### config.mk
export PLATFORM = sky130hd
export DESIGN_NAME = lj24rx
export DESIGN_NICKNAME = d
export VERILOG_FILES = /design/src/rtl/lj24rx.sv
export SDC_FILE = /design/constraint.sdc
export NUM_CORES = 1
export LEC_CHECK = 0
export ABC_AREA = 1
export ABC_CLOCK_PERIOD_IN_PS = 2400
export CAP_MARGIN = 20
export CORE_MARGIN = 8
export CORE_UTILIZATION = 53
export DETAILED_ROUTE_END_ITERATION = 16
export HOLD_SLACK_MARGIN = 0.12
export PLACE_DENSITY_LB_ADDON = 0.15
export SLEW_MARGIN = 20
export SYNTH_ARGS = -nofsm -noshare
export SYNTH_HDL_FRONTEND = slang
export SYNTH_SLANG_ARGS = --single-unit
### constraint.sdc
create_clock -name clk -period 2.4 [get_ports clk]
set_clock_uncertainty 0.15 [all_clocks]
set_input_delay 0.24 -clock clk [delete_from_list [all_inputs] [get_ports clk]]
set_output_delay 0.24 -clock clk [all_outputs]
set_load 0.01 [all_outputs]
### src/rtl/lj24rx.sv
// lj24rx: left-justified serial audio receiver.
// Recovers one word per lrck channel from an asynchronous bck/lrck/data
// stream and writes it, MSB-aligned, into a downstream FIFO.
//
// Ports:
//   clk        system clock, rising edge, at least 4x the bck rate
//   reset_n    asynchronous active-low reset
//   bck_in     serial bit clock (asynchronous)
//   lrck_in    word select, 1 = left, 0 = right (asynchronous)
//   data_in    serial data, MSB first, changes on bck falling edge
//   fifo_full  downstream FIFO full
//   fifo_wrreq one-clk write strobe
//   fifo_data  received word, MSB-aligned, held between writes
//   overflow   sticky, set when a word is dropped on fifo_full
//
// Build option: define LJ24RX_CHTAG_EN to replace fifo_data[0] with the
// channel tag of the emitted word (1 = left, 0 = right).
module lj24rx (
  input  logic        clk,
  input  logic        reset_n,
  input  logic        bck_in,
  input  logic        lrck_in,
  input  logic        data_in,
  input  logic        fifo_full,
  output logic        fifo_wrreq,
  output logic [31:0] fifo_data,
  output logic        overflow
);

  localparam int unsigned W  = 32;
  localparam int unsigned CW = 6;
  localparam int unsigned SW = 7;

  typedef enum logic {
    IDLE = 1'b0,
    RUN  = 1'b1
  } state_t;

  // Synchronizer stages, bit order {bck, lrck, data}
  logic [2:0] sync1_q;
  logic [2:0] sync2_q;
  logic [2:0] hist_q;

  state_t          state_q, state_d;
  logic            have_prev_q, have_prev_d;
  logic            prev_lrck_q, prev_lrck_d;
  logic [W-1:0]    shreg_q, shreg_d;
  logic [CW-1:0]   bit_cnt_q, bit_cnt_d;
  logic            wrreq_d;
  logic [W-1:0]    data_d;
  logic            overflow_d;

  logic            bck_rise;
  logic            slot_lrck;
  logic            slot_data;
  logic            lr_change;
  logic [SW-1:0]   align_sh;
  logic [W-1:0]    aligned;
  logic [W-1:0]    emit_word;

  // Two-flop synchronizers plus history flop for edge detection
  always_ff @(posedge clk or negedge reset_n) begin
    if (!reset_n) begin
      sync1_q <= '0;
      sync2_q <= '0;
      hist_q  <= '0;
    end else begin
      sync1_q <= {bck_in, lrck_in, data_in};
      sync2_q <= sync1_q;
      hist_q  <= sync2_q;
    end
  end

  // lrck/data are taken from the history stage: they have been stable since
  // the previous bck falling edge, so both bits of the slot are coherent.
  assign bck_rise  = sync2_q[2] & ~hist_q[2];
  assign slot_lrck = hist_q[1];
  assign slot_data = hist_q[0];

  // The first slot after reset has no predecessor, so it cannot be a change.
  assign lr_change = have_prev_q && (slot_lrck != prev_lrck_q);

  // Left-align the received bits with zero fill; bit_cnt of 32 shifts by 0.
  assign align_sh = SW'(W) - SW'(bit_cnt_q);
  assign aligned  = shreg_q << align_sh;

`ifdef LJ24RX_CHTAG_EN
  assign emit_word = (aligned & ~W'(1)) | W'(prev_lrck_q);
`else
  assign emit_word = aligned;
`endif

  // State register
  always_ff @(posedge clk or negedge reset_n) begin
    if (!reset_n) begin
      state_q <= IDLE;
    end else begin
      state_q <= state_d;
    end
  end

  // Next-state, datapath and output decode
  always_comb begin
    state_d     = state_q;
    have_prev_d = have_prev_q;
    prev_lrck_d = prev_lrck_q;
    shreg_d     = shreg_q;
    bit_cnt_d   = bit_cnt_q;
    wrreq_d     = 1'b0;
    data_d      = fifo_data;
    overflow_d  = overflow;

    if (bck_rise) begin
      have_prev_d = 1'b1;
      prev_lrck_d = slot_lrck;
      case (state_q)
        IDLE: begin
          if (lr_change) begin
            state_d   = RUN;
            shreg_d   = W'(slot_data);
            bit_cnt_d = CW'(1);
          end
        end
        RUN: begin
          if (lr_change) begin
            if (fifo_full) begin
              overflow_d = 1'b1;
            end else begin
              wrreq_d = 1'b1;
              data_d  = emit_word;
            end
            shreg_d   = W'(slot_data);
            bit_cnt_d = CW'(1);
          end else if (bit_cnt_q < CW'(W)) begin
            shreg_d   = {shreg_q[W-2:0], slot_data};
            bit_cnt_d = bit_cnt_q + CW'(1);
          end
        end
        default: state_d = IDLE;
      endcase
    end
  end

  // Datapath and registered outputs
  always_ff @(posedge clk or negedge reset_n) begin
    if (!reset_n) begin
      have_prev_q <= 1'b0;
      prev_lrck_q <= 1'b0;
      shreg_q     <= '0;
      bit_cnt_q   <= '0;
      fifo_wrreq  <= 1'b0;
      fifo_data   <= '0;
      overflow    <= 1'b0;
    end else begin
      have_prev_q <= have_prev_d;
      prev_lrck_q <= prev_lrck_d;
      shreg_q     <= shreg_d;
      bit_cnt_q   <= bit_cnt_d;
      fifo_wrreq  <= wrreq_d;
      fifo_data   <= data_d;
      overflow    <= overflow_d;
    end
  end

endmodule

# Yosys cells after proc, flatten, opt, wreduce, memory -nomap -nowiden

Cells that the tools add are included.
Widths: inputs -> output; s select.

Register bits after elaboration: 84
Word-level logic and storage cells: 40

Add/sub/neg operators: 2
Order comparisons: 1
Equal/unequal tests: 3
Shift-type cells: 1
Mux-type cells: 14
Bitwise gates (word level): 4
Reduce and logical (&&, ||, !) cells: 4

Operators with widths:

| cell                | count |
|---|---|
| $mux 32             | 3 |
| $pmux 32 s2         | 1 |
| $shl 32x7->32       | 1 |
| $mux 6              | 3 |
| $pmux 6 s2          | 1 |
| $reduce_and 4->1    | 2 |
| $sub 6x6->7 const A | 1 |
| $add 6x1->6 const B | 1 |
| $lt 6x6->1 const B  | 1 |
| $mux 1              | 6 |
| $ne 3x1->1 const B  | 1 |
| $not 1->1           | 3 |
| $reduce_and 3->1    | 1 |
| $ne 2x2->1 const B  | 1 |
| $and 1x1->1         | 1 |
| $logic_and 1x1->1   | 1 |
| $ne 1x1->1          | 1 |

# Logic depth before layout (Yosys ltp)

Gate-level depths: netlist of the first run.

Word-level depth: 5
Depth in mapped cells: 15

# Least setup slack after synthesis of the first run

No wires, ideal clock.

Kind: reg2reg
Start point: register bit_cnt_q[0]
End point: register fifo_data[31]
Setup time: 124 ps
Arrival: 2067 ps
Setup slack: 58 ps
Stages on the path, launching flop included: 13
Path buffers: 4
Period minus slack after synthesis: 2342 ps
Path through: dfrtp_1 -> buf_4 -> inv_6 -> clkbuf_1 -> ha_1 -> xor2_2 -> inv_2 -> buf_2 -> buf_6 -> nand3_1 -> nand3_1 -> nand2_1 -> nand3_1

Word-level cells in the longest chain between the ends: 2

Ends and longest elaborated chain:

| item                     | RTL line | text |
|---|---|---|
| start: declaration       | 48       | `logic [CW-1:0] bit_cnt_q, bit_cnt_d;` |
| start signal: assignment | 158      | `bit_cnt_q <= bit_cnt_d;` |
| $sub 6x6->7              | 84       | `assign align_sh = SW'(W) - SW'(bit_cnt_q);` |
| $shl 32x7->32            | 85       | `assign aligned = shreg_q << align_sh;` |
| end signal: assignment   | 160      | `fifo_data <= data_d;` |
| end: declaration         | 26       | `output logic [31:0] fifo_data,` |

Every way passes these cells.
A chain may end at the register's enable or synchronous reset.

# Worst setup path after layout of the first run

Start point: register bit_cnt_q[1]
End point: register fifo_data[28]

The elaborated chain is that of the path after synthesis.

==> results of run 1 <==
per-stage QoR:
step	total power, mW	area [µm²]	std cells	utilization [%]	setup WS (ns)
finish	5.89	5620	807	62.0	0.186
global route	6.30	5620	807	62.0	0.00125
CTS	5.83	5600	807	61.8	0.116
detailed placement	4.74	5380	790	59.3	0.159
global placement	4.75	5380	790	59.3	0.201
floorplan	3.74	4860	660	-	0.0582
sequential cells by signal, summed over array words and instances, names as in the netlist:
signal / flops
fifo_data: 32
shreg_q: 32
bit_cnt_q: 6
hist_q: 3
sync1_q: 3
sync2_q: 3
fifo_wrreq: 1
have_prev_q: 1
overflow: 1
prev_lrck_q: 1
state_q: 1
how the worst max path moves through the flow:
stage / startpoint / endpoint / cells after the start
CTS: bit_cnt_q[1] / fifo_data[21] / 13
global placement: bit_cnt_q[1] / fifo_data[17] / 10
detailed placement: bit_cnt_q[1] / fifo_data[21] / 13
finish: bit_cnt_q[1] / fifo_data[28] / 11
global route: bit_cnt_q[1] / fifo_data[18] / 13
floorplan: bit_cnt_q[0] / fifo_data[31] / 12
power groups by stage:
stage / sequential, mW / clock (mW) / combinational, mW
finish: 1.75 / 1.08 / 3.06
global route: 1.77 / 1.15 / 3.38
CTS: 1.75 / 1.09 / 2.99
detailed placement: 1.77 / 0 / 2.97
global placement: 1.76 / 0 / 2.99
floorplan: 1.80 / 0 / 1.94
per-layer routing:
layer / up-vias / wire [µm] / global-route usage (%)
li1: 2315 / - / -
met1: 2279 / 6550 / 33.3
met2: 212 / 6600 / 37.2
met3: 27 / 900 / 3.79
met4: 0 / 293 / 7.57
met5: - / 0 / 0
layout make-up:
cell class	instances	area (µm²)
Clock buffer	11	151
Clock inverter	5	60.1
Fill cell	845	3450
Inverter	41	164
Multi-Input combinational cell	494	2400
Sequential cell	84	2100
Tap cell	111	139
Timing Repair Buffer	61	606
cells in the mapped netlist (all sizes together):
cell type,count
nand3,255
nand2,162
dfrtp,84
inv,39
buf,25
o21ai,17
o22ai,17
clkbuf,16
nor2,16
a21oi,13
nand4,3
nor3,3
clkinv,2
ha,2
xor2,2
a31o,1
a31oi,1
nor3b,1
o21a,1
what timing repair did:
item                                   in CTS  in global routing
endpoints found under the hold margin      40                  0
gates resized for setup                     0                  5
hold buffers                                1                  0
setup endpoints to repair                   0                 22
cell families after synthesis:
| group | count (synthesis) | synth area share [%] |
|---|---|---|
| adders and majority gates | 2 | 0.515 |
| AOI/OAI and AO/OA | 50 | 5.74 |
| buffers and inverters | 82 | 7.80 |
| and+or+nand+nor | 440 | 42.0 |
| xor gates and xnor gates | 2 | 0.669 |
| DFF | 84 | 43.3 |
==> reports/summary.txt, run 1 <==
Period utilization: 92.2%
Synthesized flop and latch total: 84
RSZ-0062 raised after global routing: false
Hold WC Path Type: in -> reg
Final setup viols: 0
Worst-case clock buffer depth: 2
Combinational fraction of design power: 52.1%
Cts bufs inserted: 9
DPL Wire Length: 10600 µm
Vias in the first global route: 4702
Die X: 112 µm
DR vias/cell: 5.99
Crit-path most repeated cell: nand3_1
CP max stage cell: dfrtp_1
Reg power frac: 29.7%
Startpoint types: flop
Max-Cap Viols: 0
Final Max Tran Viols: 0
Hold EP: sync1_q[2]
Syn avg cell area: 7.36 µm²
R2R setup slack: 0.19 ns
Relative slew slack: 63.3%
Setup Fix Bufs, Post-CTS: 0
Worst-path cell chain: inv_2 > ha_2 > nand3_2 > nand2_4 > buf_12 > nand3_1 > nand3_1 > nand3_1 > nand3_1 > nand3_1 > nand3_1
Ys Warns: 0
CTS H-tree lvls: 3
CP peak stage delay: 0.40 ns
Routed len/inst: 17.8 µm
Internal: 3.22 mW
Distinct cells, synth: 32
Post-Syn Area: 0.00486 mm²
Fin Hold WS: 0.161 ns
Fmax: 452 MHz
Reg2reg start: bit_cnt_q[1]
Core area: 0.00906 mm²
Drc violations: 0
Sw Pwr: 2.67 mW
GRT Resource Usage Total: 23.9%
Port Buffers: 39
Die ar.: 0.0125 mm²
CTS Sinks: 84
Buf/Inv on CP: 2
Crit path max-delay family: simple AND/OR/NAND/NOR gates
Antenna-violating nets left: 0
Synth area leader: dfrtp_1
Final GP Congestion: 0.949
Pre-Repair DR Iteration Count: 5
Most frequent cells in the layout: nand3_1 (251), nand2_1 (158), dfrtp_1 (84)
Row count: 35
CTS tree: built
FF-to-FF End: fifo_data[28]
Worst vdd ir: 0.000419 V
Height of the die: 112 µm
Final Hold Viols: 0
CP Class: reg -> reg
Clock Latency Late Sink: 0.36 ns
Root buffer cell: clkbuf_8
Slew @ Worst Pin: 0.550 ns
Via Count: 4833
Net Sw Frac: 45.3%
Antenna violations before repair: 0
Gate Count Post-Synth: 660
Power per cell area: 1050 mW/mm²
Post-synthesis sequential area ratio: 43.3%
Layout cells sized above 1: 8.91%
Ant diodes: 0
Worst reg2reg path depth: 11
Num ports: 40
Hold depth: 1
Hold path start: bck_in
First-pass GRT wire length: 24400 µm
Syn-to-layout area delta: 15.6%
Critical path arrival: 2.35 ns
Clock power share: 18.3%
Clock-pin slew of the registers on the worst-case setup and hold paths: 0.09 ns
Pleak: 2.66 nW
Post-Route Setup TNS: 0 ns
Status: complete, no violations
Synth top area share: 43.3%
CP Capture Type: flop
Commonest non-fill, non-tap cell in the layout: nand3_1
Remaining global-route overflow: 0
Initial core utilization: 53.6%
Pin count of the biggest net entering global routing: 45
Initial DRC count: 575
Worst endpoint required time: 2.54 ns
Ranking of synthesized cells by area: dfrtp_1 (43%), nand3_1 (26%), nand2_1 (12%)
Wirelength, routed: 14300 µm
Final #Nets: 699
Fin crit period: 2.21 ns
Crit path max fanout: 26
Synth Net Count: 668
Power figures use the tool's default switching activity.
==> inputs of run 2 (changes only) <==
GPL_TIMING_DRIVEN = 0   (was not set)
==> reports/summary.txt, run 2 (synthesis results as in run 1) <==
Status: complete, no violations (unchanged)
Vias in the first global route: 4839 (was 4702)
Wirelength, routed: 16600 µm (was 14300 µm)
Internal: 3.41 mW (was 3.22 mW)
Biggest regs: fifo_data (32), shreg_q (32), bit_cnt_q (6) (unchanged)
Crit path max-delay family: simple AND/OR/NAND/NOR gates (unchanged)
Hold WC Path Type: in -> reg (unchanged)
Startpoint types: flop (unchanged)
First-pass GRT wire length: 25400 µm (was 24400 µm)
Sw Pwr: 3.33 mW (was 2.67 mW)
CP max stage cell: dfrtp_1 (unchanged)
Antenna-violating nets left: 0 (unchanged)
Drc violations: 0 (unchanged)
Buf/Inv on CP: 6 (was 2)
Crit-path most repeated cell: nand3_1 (unchanged)
Commonest non-fill, non-tap cell in the layout: nand2_1 (was nand3_1)
Fin crit period: 2.39 ns (was 2.21 ns)
Reg power frac: 25.7% (was 29.7%)
Core area: 0.00906 mm² (unchanged)
Final GP Congestion: 1.00 (was 0.949)
CTS H-tree lvls: 3 (unchanged)
Height of the die: 112 µm (unchanged)
Max-Cap Viols: 0 (unchanged)
Placed cell count: 811 (was 790)
Initial core utilization: 53.6% (unchanged)
Antenna violations before repair: 0 (unchanged)
RSZ-0062 raised after global routing: true (was false)
Root buffer cell: clkbuf_8 (unchanged)
Worst-case clock buffer depth: 2 (unchanged)
Pleak: 3.02 nW (was 2.66 nW)
Critical path arrival: 2.49 ns (was 2.35 ns)
Period utilization: 99.5% (was 92.2%)
DR vias/cell: 6.29 (was 5.99)
Clock Latency Late Sink: 0.38 ns (was 0.36 ns)
Remaining global-route overflow: 0 (unchanged)
Worst endpoint required time: 2.51 ns (was 2.54 ns)
Final setup viols: 0 (unchanged)
Via Count: 5274 (was 4833)
Syn-to-layout area delta: 35.5% (was 15.6%)
Final Hold Viols: 0 (unchanged)
Routed len/inst: 19.8 µm (was 17.8 µm)
Relative slew slack: 54.7% (was 63.3%)
Critical path startpoint: bit_cnt_q[0] (was bit_cnt_q[1])
Power per cell area: 1020 mW/mm² (was 1050 mW/mm²)
Ant diodes: 0 (unchanged)
GRT Resource Usage Total: 25.6% (was 23.9%)
Fill count: 736 (was 845)
CP peak stage delay: 0.39 ns (was 0.40 ns)
Final non-filler cell total: 839 (was 807)
Row count: 35 (unchanged)
CTS Sinks: 84 (unchanged)
CP Capture Type: flop (unchanged)
Pin count of the biggest net entering global routing: 48 (was 45)
CP Class: reg -> reg (unchanged)
Crit path max fanout: 10 (was 26)
Clock power share: 15.1% (was 18.3%)
Combinational fraction of design power: 59.2% (was 52.1%)
Net Sw Frac: 49.4% (was 45.3%)
Layout cells sized above 1: 31.5% (was 8.91%)
Reg2reg start: bit_cnt_q[0] (was bit_cnt_q[1])
Fmax: 419 MHz (was 452 MHz)
Worst-path cell chain: buf_6 > inv_8 > clkbuf_16 > ha_4 > nand3_4 > nand2_8 > buf_12 > buf_16 > buf_12 > nand3_4 > nand3_2 > nand3_1 > nand3_1 > nand3_2 > nand3_1 (was inv_2 > ha_2 > nand3_2 > nand2_4 > buf_12 > nand3_1 > nand3_1 > nand3_1 > nand3_1 > nand3_1 > nand3_1)
Worst vdd ir: 0.000564 V (was 0.000419 V)
Die X: 112 µm (unchanged)
Final #Nets: 731 (was 699)
Num ports: 40 (unchanged)
CTS tree: built (unchanged)
Final cell utilization of the core: 72.6% (was 62.0%)
Port Buffers: 39 (unchanged)
Initial DRC count: 563 (was 575)
Hold path start: lrck_in (was bck_in)
Most frequent cells in the layout: nand2_1 (143), nand3_1 (135), nand3_2 (114) (was nand3_1 (251), nand2_1 (158), dfrtp_1 (84))
Clock-pin slew of the registers on the worst-case setup and hold paths: 0.11 ns (was 0.09 ns)
DPL Wire Length: 12000 µm (was 10600 µm)
Fin Hold WS: 0.138 ns (was 0.161 ns)
Cts bufs inserted: 9 (unchanged)
Slew @ Worst Pin: 0.680 ns (was 0.550 ns)
Die ar.: 0.0125 mm² (unchanged)
Pre-Repair DR Iteration Count: 7 (was 5)
Final Max Tran Viols: 0 (unchanged)
[run 2: cell types whose count changed in the layout (fill, tap and decap cells not counted), sizes merged]
cell,change
clkbuf,+19
clkinv,-2
inv,+5
bufinv,-1
buf,+11
[run 2: final cells by class]
type | count | area, µm² | area share [%]
multi-input cells | 494 | 3140 | 47.7
flip-flops and latches | 84 | 2100 | 31.9
repair buffers | 52 | 533 | 8.09
plain buffers | 41 | 310 | 4.71
inverters | 41 | 168 | 2.55
well taps | 111 | 139 | 2.11
clock buffers | 9 | 124 | 1.88
clock inverters | 7 | 65.1 | 0.988
[run 2: path summary, 6_finish.rpt]
check,to,slack (ns),cells past startpoint
hold reg to reg,sync2_q[1],0.21,0
hold / removal,sync1_q[1],0.14,1
setup reg to reg,fifo_data[25],0.01,15
max in group asynchronous,shreg_q[13],1.26,3
min in group asynchronous,have_prev_q,0.21,2
setup / recovery,fifo_data[25],0.01,15
[run 2: through the flow]
step / TNS, ns / instance area, µm² / power (mW) / worst slack, ns
3_5_place_dp: -25.44 / 5410 / 4.78 / -0.653
4_1_cts: 0 / 5900 / 6.05 / 0.000698
5_1_grt: -0.523 / 6590 / 7.10 / -0.0929
3_3_place_gp: -171.54 / 5390 / 4.76 / -1.78
2_1_floorplan: 0 / 4860 / 3.74 / 0.0582
6_report: 0 / 6590 / 6.74 / 0.0122
[run 2: what timing repair did]
item                                    CTS  global route
pin swaps                                 9            28
hold buffers                              1             0
setup buffers                             4             6
gates resized for setup                  51           159
hold endpoints to repair                 84             0
cloned                                    1             0
endpoints found under the setup margin   69            54
[run 2: power by group through the flow]
stage	clock network, mW	registers (mW)	logic (mW)
final	1.02	1.73	3.99
after global routing	1.07	1.75	4.27
after CTS	1.02	1.73	3.29
after detailed placement	0	1.75	3.03
after global placement	0	1.74	3.02
after floorplan	0	1.80	1.94
[run 2: per-layer routing]
metal | up-vias | GRT usage, % | share of wire (%) | wire length [µm]
met3 | 56 | 5.57 | 8.3 | 1380
li1 | 2393 | - | - | -
met1 | 2564 | 32.7 | 41 | 6790
met5 | - | 0 | 0 | 0
met2 | 261 | 42.0 | 48 | 8050
met4 | 0 | 8.57 | 2.5 | 420
[run 2: worst register-to-register path, delay by kind of cell (launching register included)]
family | cells | cell delay [ns]
buffers and inverters | 6 | 0.75
flip-flops | 1 | 0.39
AND/OR/NAND/NOR | 8 | 0.80
adder cells (fa/ha/maj) | 1 | 0.18
==> inputs of run 3 (changes only) <==
ABC_CLOCK_PERIOD_IN_PS = not set   (was 2400)
CORE_ASPECT_RATIO = 0.75   (was not set)
CTS_CLUSTER_DIAMETER = 80   (was not set)
==> reports/summary.txt, run 3 (synthesis results as in run 1) <==
Hold WC Path Type: in -> reg (unchanged)
Period utilization: 103% (was 99.5%)
Max-Cap Viols: 0 (unchanged)
DPL Wire Length: 12800 µm (was 12000 µm)
Violated checks: setup timing
Final setup viols: 13 (was 0)
Ant diodes: 0 (unchanged)
Drc violations: 0 (unchanged)
Power per cell area: 1100 mW/mm² (was 1020 mW/mm²)
Status: finished, violations left (was complete, no violations)
Clock power share: 20.3% (was 15.1%)
Cts bufs inserted: 9 (unchanged)
Critical path startpoint: bit_cnt_q[0] (unchanged)
Final #Nets: 735 (was 731)
Reg2reg start: bit_cnt_q[0] (unchanged)
Worst vdd ir: 0.000664 V (was 0.000564 V)
Fmax: 406 MHz (was 419 MHz)
Worst endpoint required time: 2.48 ns (was 2.51 ns)
Syn-to-layout area delta: 36.6% (was 35.5%)
Final cell utilization of the core: 74.0% (was 72.6%)
Pre-Repair DR Iteration Count: 5 (was 7)
Combinational fraction of design power: 55.9% (was 59.2%)
CP Capture Type: flop (unchanged)
Worst reg2reg path depth: 15 (unchanged)
Final Max Tran Viols: 0 (unchanged)
Pleak: 3.02 nW (about the same)
Power Total: 7.30 mW (was 6.74 mW)
Antenna-violating nets left: 0 (unchanged)
Placed cell count: 812 (was 811)
Core area: 0.00897 mm² (was 0.00906 mm²)
Slew @ Worst Pin: 0.717 ns (was 0.680 ns)
Critical path arrival: 2.54 ns (was 2.49 ns)
Most frequent cells in the layout: nand3_1 (156), nand2_1 (144), nand3_2 (95) (was nand2_1 (143), nand3_1 (135), nand3_2 (114))
Pin count of the biggest net entering global routing: 51 (was 48)
Fill count: 699 (was 736)
Layout cells sized above 1: 28.6% (was 31.5%)
CTS Sinks: 84 (unchanged)
Net Sw Frac: 47.1% (was 49.4%)
Via Count: 5477 (was 5274)
Final non-filler cell total: 844 (was 839)
DR vias/cell: 6.49 (was 6.29)
Row count: 30 (was 35)
Initial DRC count: 677 (was 563)
Die ar.: 0.0125 mm² (about the same)
Routed len/inst: 21.8 µm (was 19.8 µm)
Startpoint types: flop (unchanged)
Wirelength, routed: 18400 µm (was 16600 µm)
Biggest regs: fifo_data (32), shreg_q (32), bit_cnt_q (6) (unchanged)
Relative slew slack: 52.2% (was 54.7%)
Reg power frac: 23.8% (was 25.7%)
Vias in the first global route: 5223 (was 4839)
Crit path max fanout: 9 (was 10)
Fin crit period: 2.46 ns (was 2.39 ns)
Height of the die: 98.9 µm (was 112 µm)
Remaining global-route overflow: 0 (unchanged)
Internal: 3.86 mW (was 3.41 mW)
Dpl ws: -0.672 ns (was -0.653 ns)
Initial core utilization: 54.2% (was 53.6%)
Clock Latency Late Sink: 0.35 ns (was 0.38 ns)
First-pass GRT wire length: 28100 µm (was 25400 µm)
RSZ-0062 raised after global routing: true (unchanged)
Sw Pwr: 3.44 mW (was 3.33 mW)
Antenna violations before repair: 0 (unchanged)
Final Hold Viols: 0 (unchanged)
Commonest non-fill, non-tap cell in the layout: nand3_1 (was nand2_1)
Hold path start: data_in (was lrck_in)
GRT Resource Usage Total: 28.8% (was 25.6%)
Hold depth: 1 (unchanged)
Port Buffers: 39 (unchanged)
Final GP Congestion: 0.973 (was 1.00)
CTS tree: built (unchanged)
Num ports: 40 (unchanged)
Clock-pin slew of the registers on the worst-case setup and hold paths: 0.07 ns (was 0.11 ns)
Worst-case clock buffer depth: 2 (unchanged)
CP Class: reg -> reg (unchanged)
Root buffer cell: clkbuf_16 (was clkbuf_8)
CTS H-tree lvls: 3 (unchanged)
Die X: 127 µm (was 112 µm)
Setup WS post-layout: -0.0634 ns (was 0.0122 ns)
[run 3: cell count changes in the layout (fill, tap and decap cells not counted), sizes merged]
cell	previous run	this run
bufinv	0	1
clkbuf	30	26
clkinv	3	4
buf	33	41
inv	44	42
[run 3: final cells by class]
| type | instances | area [µm²] | area share [%] |
|---|---|---|---|
| buffer | 41 | 318 | 4.79 |
| clock buffer | 9 | 225 | 3.39 |
| clock inverter | 7 | 88.8 | 1.34 |
| inverter | 41 | 173 | 2.60 |
| multi-input combinational | 494 | 3020 | 45.4 |
| sequential | 84 | 2100 | 31.7 |
| tap | 112 | 140 | 2.11 |
| timing repair buffer | 56 | 574 | 8.65 |
[run 3: power by group through the flow]
| stage | clock network (mW) | logic [mW] | registers, mW |
|---|---|---|---|
| detailed placement | 0 | 3.11 | 1.75 |
| finish | 1.48 | 4.08 | 1.74 |
| floorplan | 0 | 1.94 | 1.80 |
| global route | 1.53 | 4.33 | 1.75 |
| global placement | 0 | 3.08 | 1.74 |
| CTS | 1.48 | 3.43 | 1.73 |
[run 3: worst max-delay path, cell delays in order, from the launching register on]
cell and delay [ns]:
dfrtp_1 0.40, buf_6 0.15, clkinv_8 0.08, clkbuf_16 0.15
ha_4 0.17, nand3_4 0.13, nand2_8 0.12, buf_6 0.17
nand3_1 0.15, nand3_2 0.15, nand3_2 0.11, nand2_1 0.06
nand2_1 0.07, nand3_2 0.12, nand2_1 0.12, nand2_1 0.06
[run 3: layer usage]
metal | GRT usage, % | vias to the layer above | routed length (µm)
li1 | - | 2404 | -
met5 | 0 | - | 0
met1 | 39.2 | 2636 | 7860
met2 | 42.8 | 361 | 8060
met3 | 7.98 | 76 | 1860
met4 | 10.2 | 0 | 632
[run 3: worst paths after layout]
kind | to | slack (ns)
hold reg to reg | sync2_q[0] | 0.20
setup reg to reg | fifo_data[17] | -0.06
setup / recovery | fifo_data[17] | -0.06
hold / removal | sync1_q[0] | 0.17
max in group asynchronous | fifo_data[3] | 1.23
min in group asynchronous | shreg_q[15] | 0.24
[run 3: timing repair]
item / in CTS / in global routing
cloned: 2 / 0
hold endpoints to repair: 60 / 0
hold buffers: 1 / 0
gates resized for setup: 60 / 127
pin swaps: 5 / 19
buffers inserted: 7 / 6
setup endpoints to repair: 69 / 60
[run 3: stage by stage]
| stage | hold slack [ns] | setup TNS, ns | area [µm²] |
|---|---|---|---|
| finish | 0.174 | -0.410 | 6640 |
| global route | 0.180 | -2.06 | 6640 |
| CTS | 0.175 | -0.0260 | 6100 |
| detailed placement | 0.0764 | -25.88 | 5420 |
| global placement | 0.183 | -175.30 | 5390 |
| floorplan | -0.206 | 0 | 4860 |
